--- config.mk ---
export PLATFORM = sky130hd
export DESIGN_NAME = rr_grant_controller
export DESIGN_NICKNAME = d
export VERILOG_FILES = /design/src/rtl/rr_grant_controller.sv
export SDC_FILE = /design/constraint.sdc
export NUM_CORES = 1
export LEC_CHECK = 0
export CAP_MARGIN = 20
export CELL_PAD_IN_SITES_DETAIL_PLACEMENT = 0
export CELL_PAD_IN_SITES_GLOBAL_PLACEMENT = 2
export CORE_ASPECT_RATIO = 0.9
export CORE_MARGIN = 3
export CORE_UTILIZATION = 23
export DETAILED_ROUTE_END_ITERATION = 10
export PLACE_DENSITY = 0.75
export SLEW_MARGIN = 25
export SYNTH_ARGS = -nofsm -noshare
export SYNTH_HDL_FRONTEND = slang
export SYNTH_SLANG_ARGS = --single-unit
export TNS_END_PERCENT = 30
--- constraint.sdc ---
create_clock -name clk_i -period 1.8 [get_ports clk_i]
set_input_delay 0.27 -clock clk_i [delete_from_list [all_inputs] [get_ports clk_i]]
set_output_delay 0.27 -clock clk_i [all_outputs]
set_load 0.01 [all_outputs]
--- src/rtl/rr_grant_controller.sv ---
`default_nettype none
// ============================================================================
// Module      : rr_grant_controller
// Description : Sequential half of a round-robin arbiter. Chooses between the
//               masked and unmasked priority-arbiter grants, registers the
//               winner for its tenure, and rotates the priority mask so the
//               next search starts just above the last winner.
// Revision    : 1.0 - initial release
// ============================================================================
module rr_grant_controller #(
  parameter int WIDTH    = 8,
  parameter int MAX_HOLD = 16,
  localparam int c_IDX_W = (WIDTH > 1) ? $clog2(WIDTH) : 1
) (
  input  logic               clk_i,
  input  logic               rst_ni,
  input  logic [WIDTH-1:0]   request_i,
  input  logic [WIDTH-1:0]   masked_grant_i,
  input  logic [WIDTH-1:0]   unmasked_grant_i,
  input  logic               done_i,
  output logic [WIDTH-1:0]   masked_request_o,
  output logic [WIDTH-1:0]   grant_o,
  output logic               grant_valid_o,
  output logic [c_IDX_W-1:0] grant_index_o
);

  // Tenure counter must be able to hold MAX_HOLD itself; one bit minimum.
  localparam int c_HC_W = (MAX_HOLD > 0) ? $clog2(MAX_HOLD + 1) : 1;
  localparam logic [c_HC_W-1:0] c_HOLD_LIMIT = c_HC_W'(MAX_HOLD);
  localparam logic [c_HC_W-1:0] c_HOLD_SAT   = {c_HC_W{1'b1}};
  localparam logic [c_HC_W-1:0] c_HOLD_ONE   = c_HC_W'(1);

  typedef enum logic [0:0] {
    S_IDLE  = 1'b0,
    S_GRANT = 1'b1
  } state_t;

  state_t               state_q, state_d;
  logic [WIDTH-1:0]     grant_q, grant_d;
  logic                 grant_valid_q, grant_valid_d;
  logic [c_IDX_W-1:0]   grant_index_q, grant_index_d;
  logic [c_HC_W-1:0]    hold_count_q, hold_count_d;
  logic [WIDTH-1:0]     mask_q, mask_d;

  logic [WIDTH-1:0]     w_masked_request;
  logic [WIDTH-1:0]     w_next_grant;
  logic [WIDTH-1:0]     w_mask_after;
  logic [c_IDX_W-1:0]   w_next_index;
  logic                 w_seen;
  logic                 w_hold_expired;
  logic                 w_release;

  // Masked request feeds the external masked priority arbiter.
  assign w_masked_request = request_i & mask_q;
  assign masked_request_o = w_masked_request;

  // Prefer a winner above the last owner; otherwise wrap to the raw search.
  assign w_next_grant = (|w_masked_request) ? masked_grant_i : unmasked_grant_i;

  // Build the rotated mask (bits strictly above the winner) and the winner index.
  always_comb begin
    w_seen       = 1'b0;
    w_mask_after = '0;
    w_next_index = '0;
    for (int j = 0; j < WIDTH; j++) begin
      w_mask_after[j] = w_seen;
      w_seen          = w_seen | w_next_grant[j];
      if (w_next_grant[j]) begin
        w_next_index = w_next_index | c_IDX_W'(j);
      end
    end
  end

  // Release on explicit done, owner withdrawal, or tenure exhaustion; any
  // combination of these is a single release.
  assign w_hold_expired = (MAX_HOLD != 0) && (hold_count_q == c_HOLD_LIMIT);
  assign w_release      = done_i | ~request_i[grant_index_q] | w_hold_expired;

  // Next-state and next-output logic for the IDLE/GRANT controller.
  always_comb begin
    state_d       = state_q;
    grant_d       = grant_q;
    grant_valid_d = grant_valid_q;
    grant_index_d = grant_index_q;
    hold_count_d  = hold_count_q;
    mask_d        = mask_q;
    case (state_q)
      S_IDLE: begin
        if (|request_i) begin
          grant_d       = w_next_grant;
          grant_valid_d = 1'b1;
          grant_index_d = w_next_index;
          hold_count_d  = c_HOLD_ONE;
          mask_d        = w_mask_after;
          state_d       = S_GRANT;
        end
      end
      S_GRANT: begin
        if (w_release) begin
          grant_d       = '0;
          grant_valid_d = 1'b0;
          grant_index_d = '0;
          hold_count_d  = '0;
          state_d       = S_IDLE;
        end else if (hold_count_q != c_HOLD_SAT) begin
          hold_count_d  = hold_count_q + c_HOLD_ONE;
        end
      end
      default: begin
        grant_d       = '0;
        grant_valid_d = 1'b0;
        grant_index_d = '0;
        hold_count_d  = '0;
        state_d       = S_IDLE;
      end
    endcase
  end

  // State and output registers; reset opens the mask fully.
  always_ff @(posedge clk_i) begin
    if (!rst_ni) begin
      state_q       <= S_IDLE;
      grant_q       <= '0;
      grant_valid_q <= 1'b0;
      grant_index_q <= '0;
      hold_count_q  <= '0;
      mask_q        <= '1;
    end else begin
      state_q       <= state_d;
      grant_q       <= grant_d;
      grant_valid_q <= grant_valid_d;
      grant_index_q <= grant_index_d;
      hold_count_q  <= hold_count_d;
      mask_q        <= mask_d;
    end
  end

  assign grant_o       = grant_q;
  assign grant_valid_o = grant_valid_q;
  assign grant_index_o = grant_index_q;

endmodule
`default_nettype wire
# Word-level counts from Yosys, hierarchy flattened
# Cells that the tools add are included.
# totals
regBits	26
word_cells	55
output_inout_bits	20
inputBits	27
# classes
n_lt_le_gt_ge	1
eq_ne	5
mux	26
n_bitwise	11
n_addsub	1
reduce_logical	5
# op_table
operator	n
$mux W8	3
$mux W3	6
$pmux W8 S2	1
$reduce_or A8 Y1	2
$mux W5	3
$pmux W5 S2	1
$and A8 B8 Y8	1
$or A1 B1 Y1	8
$mux W1	6
$pmux W3 S2	1
$reduce_and A2 Y1	3
$add A5 B1 Y5 const B	1
$eq A5 B5 Y1 const B	1
$ne A5 B5 Y1 const B	1
$lt A3 B4 Y1 const B	1
$mux W2	2
$pmux W1 S2	2
$bmux W1 S3	1
$ne A3 B1 Y1 const B	1
$ne A2 B1 Y1 const B	1
$ne A2 B2 Y1 const B	1
$not A1 Y1	2

# Logic depth before layout (Yosys ltp)
# Gate-level depths: netlist of run 1.
# depth
word_depth	12
depth_mapped	9
ltp_nobuf	7

# Worst setup path after synthesis of run 1
# OpenSTA, ideal clock, no wires.
# synth_timing
path_kind	register -> register
from	register hold_count_q[0]
to	register grant_valid_q, in the netlist grant_valid_o
setup_ns	0.117
period_less_slack_ns	1.767
path_slack_ns	0.033
path_stages_with_launch	10
arrival_ns	1.650
path_buffers	2
required_ns	1.683
path_cell_list	dfxtp_1 > inv_1 > ha_1 > nor4bb_1 > a311oi_1 > and4_1 > buf_6 > o21a_1 > buf_6 > a22o_2
# synth_via
elab_chain_cells	4
# synth_rtl
element	line_no	rtl
start, declared	42	logic [c_HC_W-1:0] hold_count_q, hold_count_d;
start signal, assigned	133	hold_count_q <= hold_count_d;
$eq A5 B5 Y1	76	assign w_hold_expired = (MAX_HOLD != 0) && (hold_count_q == c_HOLD_LIMIT);
$or A1 B1 Y1	77	assign w_release = done_i | ~request_i[grant_index_q] | w_hold_expired;
$ne A2 B1 Y1 (no source line)	--	
$reduce_and A2 Y1 (no source line)	--	
end signal, assigned	131	grant_valid_q <= grant_valid_d;
end, declared	40	logic grant_valid_q, grant_valid_d;
# No other way between the ends.
# A chain may end at the register's enable or synchronous reset.

# Worst setup path in the final report of run 1
# Ends and elaborated chain as after synthesis.

==> impl_metrics.csv, run 1 <==
group,metric,value,unit
sta,post-route-min-period,1760,ps
sta,worstMarginPinSlew,434,ps
logic_synthesis,synth-edff-count,0,
setup_path,r2r_end,"grant_valid_o",
floorplan,die_height,82.2,µm
global_route,antenna_found_initial,0,
floorplan,rows,27,
sta,setup_slack,42.2,ps
logic_synthesis,synth_top_area_cell,"dfxtp_1",
sta,holdWs,450,ps
logic_synthesis,ys_top_cells_by_area,"dfxtp_1 35%, mux2i_1 6.1%, nand2_1 5.6%",
drt,vias,1607,
logic_synthesis,ys_ff_latch,26,
logic_synthesis,syn_nets,207,
setup_path,critPathRequiredTime,1970,ps
finish,areaGrowthSynthToFinish,66.3,%
setup_path,reg2reg_depth,8,
setup_path,worstPathMaxFanout,5,
global_route,grt_pass1_vias,1526,
sta,timing.fmax,0.569,GHz
floorplan,io_pins,47,
logic_synthesis,yosysMostFrequentCell,"dfxtp_1",
clocking,numClockSinks,26,
status,outcome,"completed",
drt,drt-initial-drc-count,79,
sta,hold_viol,0,
drt,drtPass1Iterations,4,
power_and_ir_drop,ir_drop,0.303,mV
logic_synthesis,synth_cells,177,
setup_path,worstPathArrival,1930,ps
drt,vias_per_cell,4.64,
floorplan,initial_utilization,24.0,%
sta,finalMaxSlewViolations,0,
setup_path,critPathKind,"reg -> reg",
logic_synthesis,ys_types,42,
logic_synthesis,async_flop_share,0,%
setup_path,r2r_slack,40,ps
global_route,grt_max_degree,14,
clocking,htreeDepth,1,
finish,nets,291,
drt,ant_nets,0,
worst_hold_path,hold_class,"reg -> reg",
setup_path,crit_slowest_cell,"dfxtp_2",
clocking,clock_path_buffers,2,
drt,wire_per_inst,14.4,µm
sta,setup_viol,0,
drt,route.detailed.drc,0,
worst_hold_path,min_to,"mask_q[2]",
global_route,overflow,0,
logic_synthesis,synth_top_area_share,35.0,%
sta,final.setup_skew,2.27,ps
floorplan,dieArea,7460,µm²
placement,numPortBuffers,46,
logic_synthesis,ys_seq_area_share,35.0,%
finish,n_antenna_cell,0,
logic_synthesis,synthFlopType,"dfxtp_1",
placement,pre_cts_ws,-361,ps
logic_synthesis,yosys_warnings,0,
logic_synthesis,netlist_area,1490,µm²
floorplan,die_x,90.7,µm
clocking,clk_latency,260,ps
logic_synthesis,avgSynthCellArea,8.39,µm²
sta,maxSlewHeadroom,70.8,%
logic_synthesis,yosys-top-cells-count,"26 x dfxtp_1, 22 x nand2_1, 13 x inv_1",
setup_path,worstPathCellList,"inv_2 -> ha_4 -> nor4bb_4 -> a311oi_2 -> and4_1 -> o21a_2 -> clkbuf_16 -> a22o_4",
power_and_ir_drop,p_total,1.39,mW
setup_path,slowest_delay,330,ps
clocking,cts_tree,"yes",
global_route,grt_pass1_wl,7910,µm
floorplan,core,6180,µm²
placement,gp_congestion,0.861,
setup_path,end_kind,"flip-flop",
finish,layout-drive-gt1-share,27.4,%
sta,grt_setup_unrepaired,"true",
global_route,grtUsageTotal,13.5,%
placement,dp_hpwl,4000,µm
clocking,numCtsBuffers,3,
power_and_ir_drop,p_per_area,561,nW/µm²
clocking,cts.reportedPaths.clkPinSlew,90,ps
power_and_ir_drop,p_leak,1.00,nW
worst_hold_path,min_from,"mask_q[2]",
worst_hold_path,worstHoldPathCells,2,
run,maxCapViolations,0,
clocking,clockRootBuffer,"clkbuf_8",
setup_path,rr_startpoint,"hold_count_q[0]",
setup_path,cp-start-kind,"flip-flop",
drt,totalWireLength,4990,µm
sta,post-route-period-util,97.7,%
[per-layer routing]
| metal | GRT usage, % | routed length (µm) | vias up |
|---|---|---|---|
| met5 | 0 | 0 | - |
| met4 | 1.83 | 20 | 0 |
| li1 | - | - | 831 |
| met1 | 18.6 | 2470 | 737 |
| met2 | 21.8 | 2250 | 37 |
| met3 | 3.26 | 256 | 2 |
[cells in the final DEF (no fill, tap or decap), types with 3 or more instances in the layout]
cell type / n
buf_4: 38
clkdlybuf4s50_1: 36
dfxtp_1: 23
nand2_1: 19
inv_1: 11
o21ai_0: 10
a21oi_1: 9
o2bb2ai_1: 9
dlygate4sd2_1: 8
mux2i_1: 7
nor2_1: 6
and3_1: 4
nand4_1: 4
nand3_1: 4
or4_1: 4
nand2_2: 3
or4_4: 3
o211ai_1: 3
nand4b_1: 3
clkbuf_8: 3
[stage by stage]
stage / utilization (%) / cells / instance area (µm²) / TNS, ps
CTS: 38.0 / 343 / 2350 / -2.59
global placement: 37.1 / 340 / 2300 / -8130
global route: 40.0 / 346 / 2470 / -41.6
floorplan: - / 177 / 1490 / 0
detailed placement: 37.1 / 340 / 2300 / -7830
finish: 40.0 / 346 / 2470 / 0
[sequential cells by signal, indices dropped and copies added, names as in the netlist]
name           flops
grant_valid_o      1
grant_index_o      3
state_q            1
grant_o            8
hold_count_q       5
mask_q             8
[logic make-up (layout without fill, tap and decap cells)]
| kind of cell | after synthesis | in the layout | synth area share, % |
|---|---|---|---|
| simple gates | 69 | 69 | 26.6 |
| compound gates | 49 | 49 | 22.7 |
| flops | 26 | 26 | 35.0 |
| buf+inv | 21 | 103 | 7.08 |
| mux | 9 | 9 | 6.07 |
| fa+ha+maj | 3 | 3 | 2.53 |
[worst max-delay path by stage]
stage,startpoint,endpoint,slack (ps),cells after the start
detailed placement,request_i[6],grant_o[5],-360,6
finish,hold_count_q[0],grant_valid_o,40,8
global placement,request_i[6],grant_o[6],-370,6
global route,hold_count_q[0],grant_valid_o,-30,8
CTS,hold_count_q[0],hold_count_q[2],-3,8
floorplan,hold_count_q[0],grant_valid_o,30,9
[cell type report]
cell class	instances	area (µm²)
clock buffers	3	41.3
fillers	642	3710
inverters	13	48.8
multi-input cells	130	947
flip-flops and latches	26	527
well taps	87	109
repair buffers	87	797
[where the power goes]
part	internal, mW	total (mW)	switching (mW)	leakage [nW]
logic	0.234	0.414	0.180	0.765
clock network	0.150	0.327	0.177	0.0216
registers	0.612	0.644	0.0327	0.216
total	0.996	1.39	0.390	1.00
[worst max-delay path, delay by kind of cell, from the launching register on]
family	cells	cell delay (ps)
AOI/OAI and AO/OA	3	540
adders and majority gates	1	120
buffers and inverters	2	230
DFF	1	330
and+or+nand+nor	2	440
[what timing repair did]
item,4_1_cts,5_1_grt
hold buffers,0,0
setup endpoints to repair,27,23
resized for setup,13,27
gates cloned,0,1
setup buffers,0,2
pin swaps,1,8
(Power assumes the default switching activity.)
==> run 2: changes to the inputs <==
Settings changed: CORE_UTILIZATION 23 to 32, DONT_BUFFER_PORTS set to 1.
==> run 2 against run 1 <==
Net effect: sequential share of layout area increased by 8.8 points; clock skew increased by 1.1 ps; sequential power increased by 2%; critical endpoint is now grant_o[0]; largest power group unchanged.
==> impl_metrics.csv, run 2 (synthesis gave the netlist of run 1 again) <==
group,metric,value,unit
finish,nets,217,
status,outcome,"completed",
sta,finalMaxSlewViolations,0,
drt,vias_per_cell,5.78,
floorplan,die_height,70.6,µm
global_route,grt_pass1_wl,6980,µm
drt,vias,1422,
setup_path,cp-start-kind,"flip-flop",
sta,worstMarginPinSlew,539,ps
sta,post-route-period-util,99.3,%
finish,post-route-util,40.8,%
sta,maxSlewHeadroom,63.9,%
placement,gp_congestion,0.821,
clocking,clk_latency,270,ps
placement,dp.cells,236,
clocking,cts_tree,"yes",
global_route,grtUsageTotal,15.8,%
floorplan,io_pins,47,
worst_hold_path,min_from,"rst_ni",
sta,holdWs,60.9,ps
setup_path,rr_startpoint,"hold_count_q[0]",
drt,ant_nets,0,
floorplan,core,4270,µm²
sta,post-route-min-period,1790,ps
setup_path,worstPathArrival,1990,ps
finish,final_common_cell,"dfxtp_1",
worst_hold_path,worstHoldPathCells,1,
clocking,cts_hold_buf,0,
run,maxCapViolations,0,
finish,instances_no_fill,246,
setup_path,critPathRequiredTime,2000,ps
placement,dp_hpwl,3370,µm
power_and_ir_drop,ir_drop,0.519,mV
drt,drt-initial-drc-count,80,
sta,hold_viol,0,
setup_path,r2r_slack,10,ps
global_route,antenna_found_initial,0,
setup_path,r2r_end,"grant_o[0]",
floorplan,die_x,77.8,µm
setup_path,reg2reg_depth,7,
setup_path,worstPathMaxFanout,10,
power_and_ir_drop,p_leak,0.642,nW
clocking,clockRootBuffer,"clkbuf_8",
global_route,grt_pass1_vias,1309,
clocking,numClockSinks,26,
finish,final_cell_mix,"23 x dfxtp_1, 22 x nand2_1, 11 x inv_1, 11 x buf_4",
power_and_ir_drop,p_per_area,711,nW/µm²
clocking,clock_path_buffers,2,
drt,drtPass1Iterations,4,
finish,areaGrowthSynthToFinish,17.2,%
worst_hold_path,min_to,"mask_q[0]",
finish,n_antenna_cell,0,
sta,final.setup_skew,3.39,ps
global_route,grt_max_degree,18,
drt,route.detailed.drc,0,
drt,wire_per_inst,18.4,µm
floorplan,initial_utilization,34.8,%
clocking,cts.reportedPaths.clkPinSlew,90,ps
placement,placed_cell_area,1560,µm²
finish,layout-drive-gt1-share,21.0,%
setup_path,critPathKind,"reg -> reg",
placement,numPortBuffers,0,
clocking,htreeDepth,1,
sta,setup_viol,0,
sta,timing.fmax,0.559,GHz
clocking,numCtsBuffers,3,
global_route,overflow,0,
drt,totalWireLength,4540,µm
floorplan,rows,22,
setup_path,end_kind,"flip-flop",
worst_hold_path,hold_class,"in -> reg",
floorplan,dieArea,5500,µm²
finish,design_area,1740,µm²
-- run 2: cell count changes in the layout (fill, tap and decap cells not counted), sizes merged --
cell / previous run / this run
clkdlybuf4s50: 36 / 0
buf: 40 / 13
dlygate4sd2: 8 / 0
dlymetal6s2s: 2 / 0
-- run 2: worst max-delay path by stage --
stage | startpoint | to | slack, ps | cells past startpoint
after floorplan | hold_count_q[0] | grant_valid_o | 30 | 9
after global placement | hold_count_q[0] | grant_valid_o | -10 | 7
after detailed placement | hold_count_q[0] | grant_valid_o | -90 | 7
after CTS | hold_count_q[0] | hold_count_q[1] | -10 | 8
after global routing | hold_count_q[1] | hold_count_q[3] | -70 | 8
final | hold_count_q[0] | grant_o[0] | 10 | 7
-- run 2: layout make-up --
type / instances / area [µm²]
multi-input cells: 130 / 932
clock buffers: 4 / 55.1
inverters: 13 / 48.8
well taps: 60 / 75.1
repair buffers: 13 / 105
fillers: 452 / 2530
flip-flops and latches: 26 / 524
-- run 2: routing by layer --
layer  wire (µm)  GRT usage [%]  share of wire, %  up-vias
li1            -              -                 -      678
met1        2110           22.0                47      692
met4          23           2.96              0.51        0
met2        2050           22.9                45       50
met3         354           6.62               7.8        2
met5           0              0                 0        -
-- run 2: repair_timing --
| item | 4_1_cts | 5_1_grt |
|---|---|---|
| pin swaps | 1 | 11 |
| gates resized for setup | 1 | 32 |
| cloned | 0 | 1 |
| setup buffers | 0 | 5 |
| setup endpoints to repair | 16 | 20 |
-- run 2: worst max-delay path, cell delays in order (launching register included) --
cell and delay (ps):
dfxtp_2 360, inv_2 50, ha_2 170, nor4bb_4 160, a311oi_2 340, and4_4 310
o21a_4 190, o2bb2ai_1 130
-- run 2: where the power goes --
part | switching [mW] | total [mW] | internal (mW)
clock network | 0.180 | 0.375 | 0.196
registers | 0.0440 | 0.656 | 0.612
logic | 0.119 | 0.205 | 0.0866
total | 0.342 | 1.24 | 0.894
-- run 2: metrics by stage --
stage               TNS, ps  setup WS (ps)  total power [mW]
floorplan                 0           33.0             0.801
global placement      -9.86          -9.86             0.838
detailed placement     -709          -86.1             0.843
CTS                   -9.88          -9.88              1.22
global route           -788          -72.1              1.30
finish                    0           11.8              1.24
